`src/rtl/mips_pkg.sv`:
```
// rtl/mips_pkg.sv - shared fetch constants and fetch FSM state encoding
package mips_pkg;

    localparam logic [31:0] RESET_PC = 32'h0000_3000;
    localparam logic [31:0] EXC_VEC  = 32'h0000_4180;

    typedef enum logic [1:0] {
        BOOT = 2'd0,
        RUN  = 2'd1,
        HOLD = 2'd2
    } fetch_state_e;

endpackage

```
`src/rtl/ifetch_ctrl.sv`:
```
// rtl/ifetch_ctrl.sv - fetch PC sequencer pairing 1-cycle instruction RAM words with their PC
module ifetch_ctrl #(
    parameter logic [31:0] RESET_PC   = mips_pkg::RESET_PC,
    parameter logic [31:0] EXC_VEC    = mips_pkg::EXC_VEC,
    parameter bit          DELAY_SLOT = 1'b1
) (
    input  logic        clk,
    input  logic        rst,            // synchronous, active high
    input  logic        stall_i,        // hold fetch
    input  logic        redirect_i,     // branch/jump taken
    input  logic [31:0] redirect_pc_i,  // branch/jump target
    input  logic        exc_i,          // exception accepted
    input  logic        eret_i,         // ERET executing
    input  logic [31:0] epc_i,          // return address
    output logic [29:0] imem_addr_o,    // word address to instruction RAM
    input  logic [31:0] imem_rdata_i,   // mem[address presented last cycle]
    output logic [31:0] ir_o,           // fetched instruction
    output logic [31:0] pc_o,           // PC of ir_o
    output logic        valid_o,        // ir_o/pc_o carry a real instruction
    output logic        adel_o,         // pc_o misaligned, ir_o forced to zero
    output logic        in_handler_o    // pc_o inside handler region
);
    import mips_pkg::*;

    // f_q is the address being presented this cycle; pc_q is the address
    // presented last cycle, i.e. the PC of the word the RAM returns now.
    fetch_state_e state_q, state_d;
    logic [31:0]  f_q, f_d;
    logic [31:0]  pc_q, pc_d;
    logic         valid_q, valid_d;
    logic [31:0]  ir_hold_q, ir_hold_d;
    logic         misaligned;

    always_ff @(posedge clk) begin
        if (rst) begin
            state_q   <= BOOT;
            f_q       <= RESET_PC;
            pc_q      <= RESET_PC;
            valid_q   <= 1'b0;
            ir_hold_q <= 32'h0;
        end else begin
            state_q   <= state_d;
            f_q       <= f_d;
            pc_q      <= pc_d;
            valid_q   <= valid_d;
            ir_hold_q <= ir_hold_d;
        end
    end

    always_comb begin
        state_d   = state_q;
        f_d       = f_q;
        pc_d      = pc_q;
        valid_d   = valid_q;
        ir_hold_d = ir_hold_q;
        case (state_q)
            BOOT: begin
                pc_d    = f_q;
                state_d = RUN;
                if (exc_i) begin
                    f_d     = EXC_VEC;
                    valid_d = 1'b0;
                end else begin
                    f_d     = f_q + 32'd4;
                    valid_d = 1'b1;
                end
            end
            RUN, HOLD: begin
                state_d = RUN;
                if (exc_i) begin
                    // The word in flight is always dropped on vectoring.
                    pc_d    = f_q;
                    f_d     = EXC_VEC;
                    valid_d = 1'b0;
                end else if (eret_i) begin
                    pc_d    = f_q;
                    f_d     = epc_i;
                    valid_d = 1'b0;
                end else if (stall_i) begin
                    // Capture the word on the RAM port once on entry; while
                    // held, the RAM keeps returning mem[f_q], not mem[pc_q].
                    if (state_q == RUN) begin
                        ir_hold_d = imem_rdata_i;
                    end
                    state_d = HOLD;
                end else if (redirect_i && state_q == RUN) begin
                    pc_d    = f_q;
                    f_d     = redirect_pc_i;
                    valid_d = DELAY_SLOT;
                end else begin
                    pc_d    = f_q;
                    f_d     = f_q + 32'd4;
                    valid_d = 1'b1;
                end
            end
            default: begin
                state_d = BOOT;
            end
        endcase
    end

    assign misaligned = (pc_q[1:0] != 2'b00);

    always_comb begin
        imem_addr_o  = f_q[31:2];
        pc_o         = pc_q;
        valid_o      = valid_q;
        adel_o       = misaligned;
        in_handler_o = (pc_q >= EXC_VEC);
        // BOOT has no word of ours on the RAM port yet, so present zero.
        if (misaligned || state_q == BOOT) begin
            ir_o = 32'h0;
        end else if (state_q == HOLD) begin
            ir_o = ir_hold_q;
        end else begin
            ir_o = imem_rdata_i;
        end
    end

endmodule

```
`config.mk`:
```
export PLATFORM = sky130hd
export DESIGN_NAME = ifetch_ctrl
export DESIGN_NICKNAME = d
export VERILOG_FILES = /design/src/rtl/mips_pkg.sv /design/src/rtl/ifetch_ctrl.sv
export SDC_FILE = /design/constraint.sdc
export NUM_CORES = 1
export LEC_CHECK = 0
export ABC_AREA = 1
export CORE_MARGIN = 1.5
export CORE_UTILIZATION = 44
export CTS_CLUSTER_DIAMETER = 150
export CTS_CLUSTER_SIZE = 25
export DETAILED_ROUTE_END_ITERATION = 7
export GPL_TIMING_DRIVEN = 0
export PLACE_DENSITY = 0.77
export SYNTH_ARGS = -nofsm -noshare
export SYNTH_HDL_FRONTEND = slang
export SYNTH_SLANG_ARGS = --single-unit
```
`constraint.sdc`:
```
create_clock -name clk -period 1.95 [get_ports clk]
set_input_delay 0.39 -clock clk [delete_from_list [all_inputs] [get_ports clk]]
set_output_delay 0.39 -clock clk [all_outputs]
set_load 0.02 [all_outputs]
```
==> impl_metrics.toml <==
[cts]
cts_hold_buf = 0
clkTransAtPathRegs_ns = 0.07
cts-htree-levels = 3
clkLatencyLatePin_ns = 0.35
cts_tree = "built"
cts_buffers = 9
cts_root_buf = "clkbuf_16"
cts_buffer_depth = 2
cts_sinks = 99

[final_layout]
fin_cells = 1412
post-route-util = 0.6670
n_fill_cell = 1238
antenna_cells = 0
fin_nets = 1334
area_growth_pct = 49.09
final_layout_size_suffix_gt1_frac = 0.1843
finalInstanceArea_um2 = 9223

[synth]
yosysUniqueCellTypes = 33
syn_inst = 1012
syn-num-nets = 1119
synth_area_um2 = 6186
synthArstFlopShare = 0
synth_flop_cell = "dfxtp_1"
yosysSeqAreaShare = 0.3204
synth_warnings = 0
syn_avg_cell_area_um2 = 6.113
ys_ff_latch = 99
synth_edf_count = 0

[job]
drv_cap = 0

[setup_path]
worstPathRequired_ns = 1.56
worstSetupEndpointType = "output port"
cp-start-kind = "flop"
worst-setup-path-type = "reg -> out"
worstPathArrival_ns = 1.71
crit_path_max_fanout = 8

[grt]
grt_max_degree = 19
antenna_found_initial = 0
grt_pass1_vias = 6800
track_usage = 0.3085
overflow = 0
grt_pass1_wl_um = 35460

[pwr]
seqPwrFrac = 0.383
switching_share = 0.3252
clock_power_share = 0.337
power_density_nw_per_um2 = 633.9
p_leak_nw = 3.739
p_int_mw = 3.945
p_switching_mw = 1.901
ir_drop_uv = 442.0
combPwrFrac = 0.280

[route]
avgRoutedWirePerCell_um = 16.81
antenna_left = 0
firstDrtPassIters = 5
drc = 0
num_vias = 7529
via_per_inst = 5.332
drt_wl_total_um = 23730
drt_iter0_drc = 712

[floorplan]
die_w_um = 121.6
die_h_um = 121.6
fp.coreArea_um2 = 13830
initial_utilization = 0.4474
ios = 199
rows = 43
fp.dieArea_um2 = 14780

[timing]
fmax_mhz = 476.8
worstMarginPinSlew_ns = 0.5826
post-route-period-util = 1.075
slew_headroom = 0.6116
rsz0062_at_grt = "yes"
timing_hold_violations_final = 0
fin_worst_skew_ns = 0.007647
period_needed_ns = 2.097
finalSetupViolations = 32
worst_slack_ns = -0.1472
setup_tns_ns = -3.781
drv_slew = 0

[run_status]
status = "finished with violations"
violations = "setup timing"

[placed_design]
dpl.cell_count = 1389
dp_slack_ns = -0.6631
dp_hpwl_um = 17220
gp_congestion = 0.9507
port_buffers = 197
placed_cell_area_um2 = 8383

[min_path]
holdCritPathClass = "in -> reg"
## per-layer routing
metal	part of all wire	global-route usage	routed length, µm
met2	0.45	0.5000	10710
met5	0	0	0
met3	0.090	0.05665	2124
met4	0.030	0.09632	714
met1	0.43	0.4171	10180
## timing repair
action,CTS,global route
endpoints found under the hold margin,0,0
gates resized for setup,252,96
setup buffers,2,4
gates cloned,3,0
pin swaps,1,8
setup endpoints to repair,81,142
## logic make-up (layout without fill, tap and decap cells)
group	count (synthesis)	count (layout)	synth area share
fa+ha+maj	5	5	0.01011
buf+inv	161	381	0.1224
compound gates	211	211	0.1800
flops	99	99	0.3204
xor+xnor	2	2	0.002832
simple gates	534	534	0.3643
## critical path, cell delays in order (launching register included)
cell	delay, ns
dfxtp_2	0.35
inv_2	0.07
ha_4	0.16
or2_4	0.33
buf_8	0.17
a21oi_4	0.13
buf_6	0.13
## power by group through the flow
| stage | clock [mW] | sequential [mW] | combinational, mW |
|---|---|---|---|
| 6_report | 1.97 | 2.24 | 1.64 |
| 5_1_grt | 2.05 | 2.25 | 1.75 |
| 4_1_cts | 1.96 | 2.23 | 1.53 |
| 3_5_place_dp | 0 | 2.27 | 1.44 |
| 3_3_place_gp | 0 | 2.27 | 1.43 |
| 2_1_floorplan | 0 | 2.28 | 0.719 |
## registers in the layout, summed over array words and instances, names as in the netlist
name / flops
pc_o: 32
f_q: 32
ir_hold_q: 32
state_q: 2
valid_o: 1
## synthesized netlist by cell type, types with 2 or more instances
library cell	n	area, µm²
dfxtp_1	99	1982
nor3_1	4	20.02
nand4_1	4	25.02
buf_4	31	232.7
nor2_4	8	90.09
inv_1	67	251.5
o2111ai_1	6	52.55
buf_6	2	22.52
ha_1	5	62.56
nand2_1	296	1111
o21ai_0	67	335.3
o211ai_1	6	45.04
nand3_1	85	425.4
clkbuf_1	40	150.1
or2_2	8	50.05
o21bai_1	4	30.03
inv_2	4	15.01
clkbuf_2	3	15.01
a21oi_1	123	615.6
nor2_2	8	50.05
nand2_2	5	31.28
nor4_1	4	25.02
buf_2	14	70.07
nor2_1	110	412.9
## cells in the final DEF (no fill, tap or decap), drive strengths merged
master	synthesis	layout
o21bai	4	4
xnor2	1	1
a31oi	1	1
o41ai	1	1
nand4	4	4
bufinv	0	1
o211ai	6	6
ha	5	5
nand3	85	85
nor2	126	126
dlygate4sd2	0	1
a21oi	123	123
clkbuf	43	50
dlymetal6s2s	0	3
o21a	1	1
xor2	1	1
a211oi	1	1
nand2	301	301
inv	71	73
buf	47	90
nor3	4	4
and2	1	1
clkdlybuf4s50	0	160
or3	1	1
clkinv	0	1
o2111ai	6	6
or2	8	8
clkinvlp	0	2
nor4	4	4
o21ai	68	68
dfxtp	99	99
## through the flow
| step | power (mW) | hold slack [ns] |
|---|---|---|
| floorplan | 2.994 | 0.4412 |
| global placement | 3.701 | 0.4491 |
| detailed placement | 3.709 | 0.4521 |
| CTS | 5.716 | 0.4069 |
| global route | 6.048 | 0.4330 |
| finish | 5.846 | 0.3878 |
## final timing paths
check / start / to / slack (ns) / cells past startpoint
max: state_q[0] / ir_o[1] / -0.15 / 6
min: rst / state_q[1] / 0.39 / 2
max reg2reg: state_q[0] / pc_o[3] / 0.04 / 9
min reg2reg: ir_hold_q[9] / ir_hold_q[9] / 0.46 / 2
## final cells by class
cell class                      instances  area, µm²  area share
Sequential cell                        99       2018      0.2188
Buffer                                 88      565.5     0.06132
Timing Repair Buffer                  206       2077      0.2252
Clock buffer                           10      239.0     0.02591
Inverter                               71      275.3     0.02985
Multi-Input combinational cell        752       3740      0.4055
Clock inverter                          6      82.58    0.008954
Tap cell                              180      225.2     0.02442
(Power assumes the default switching activity.)
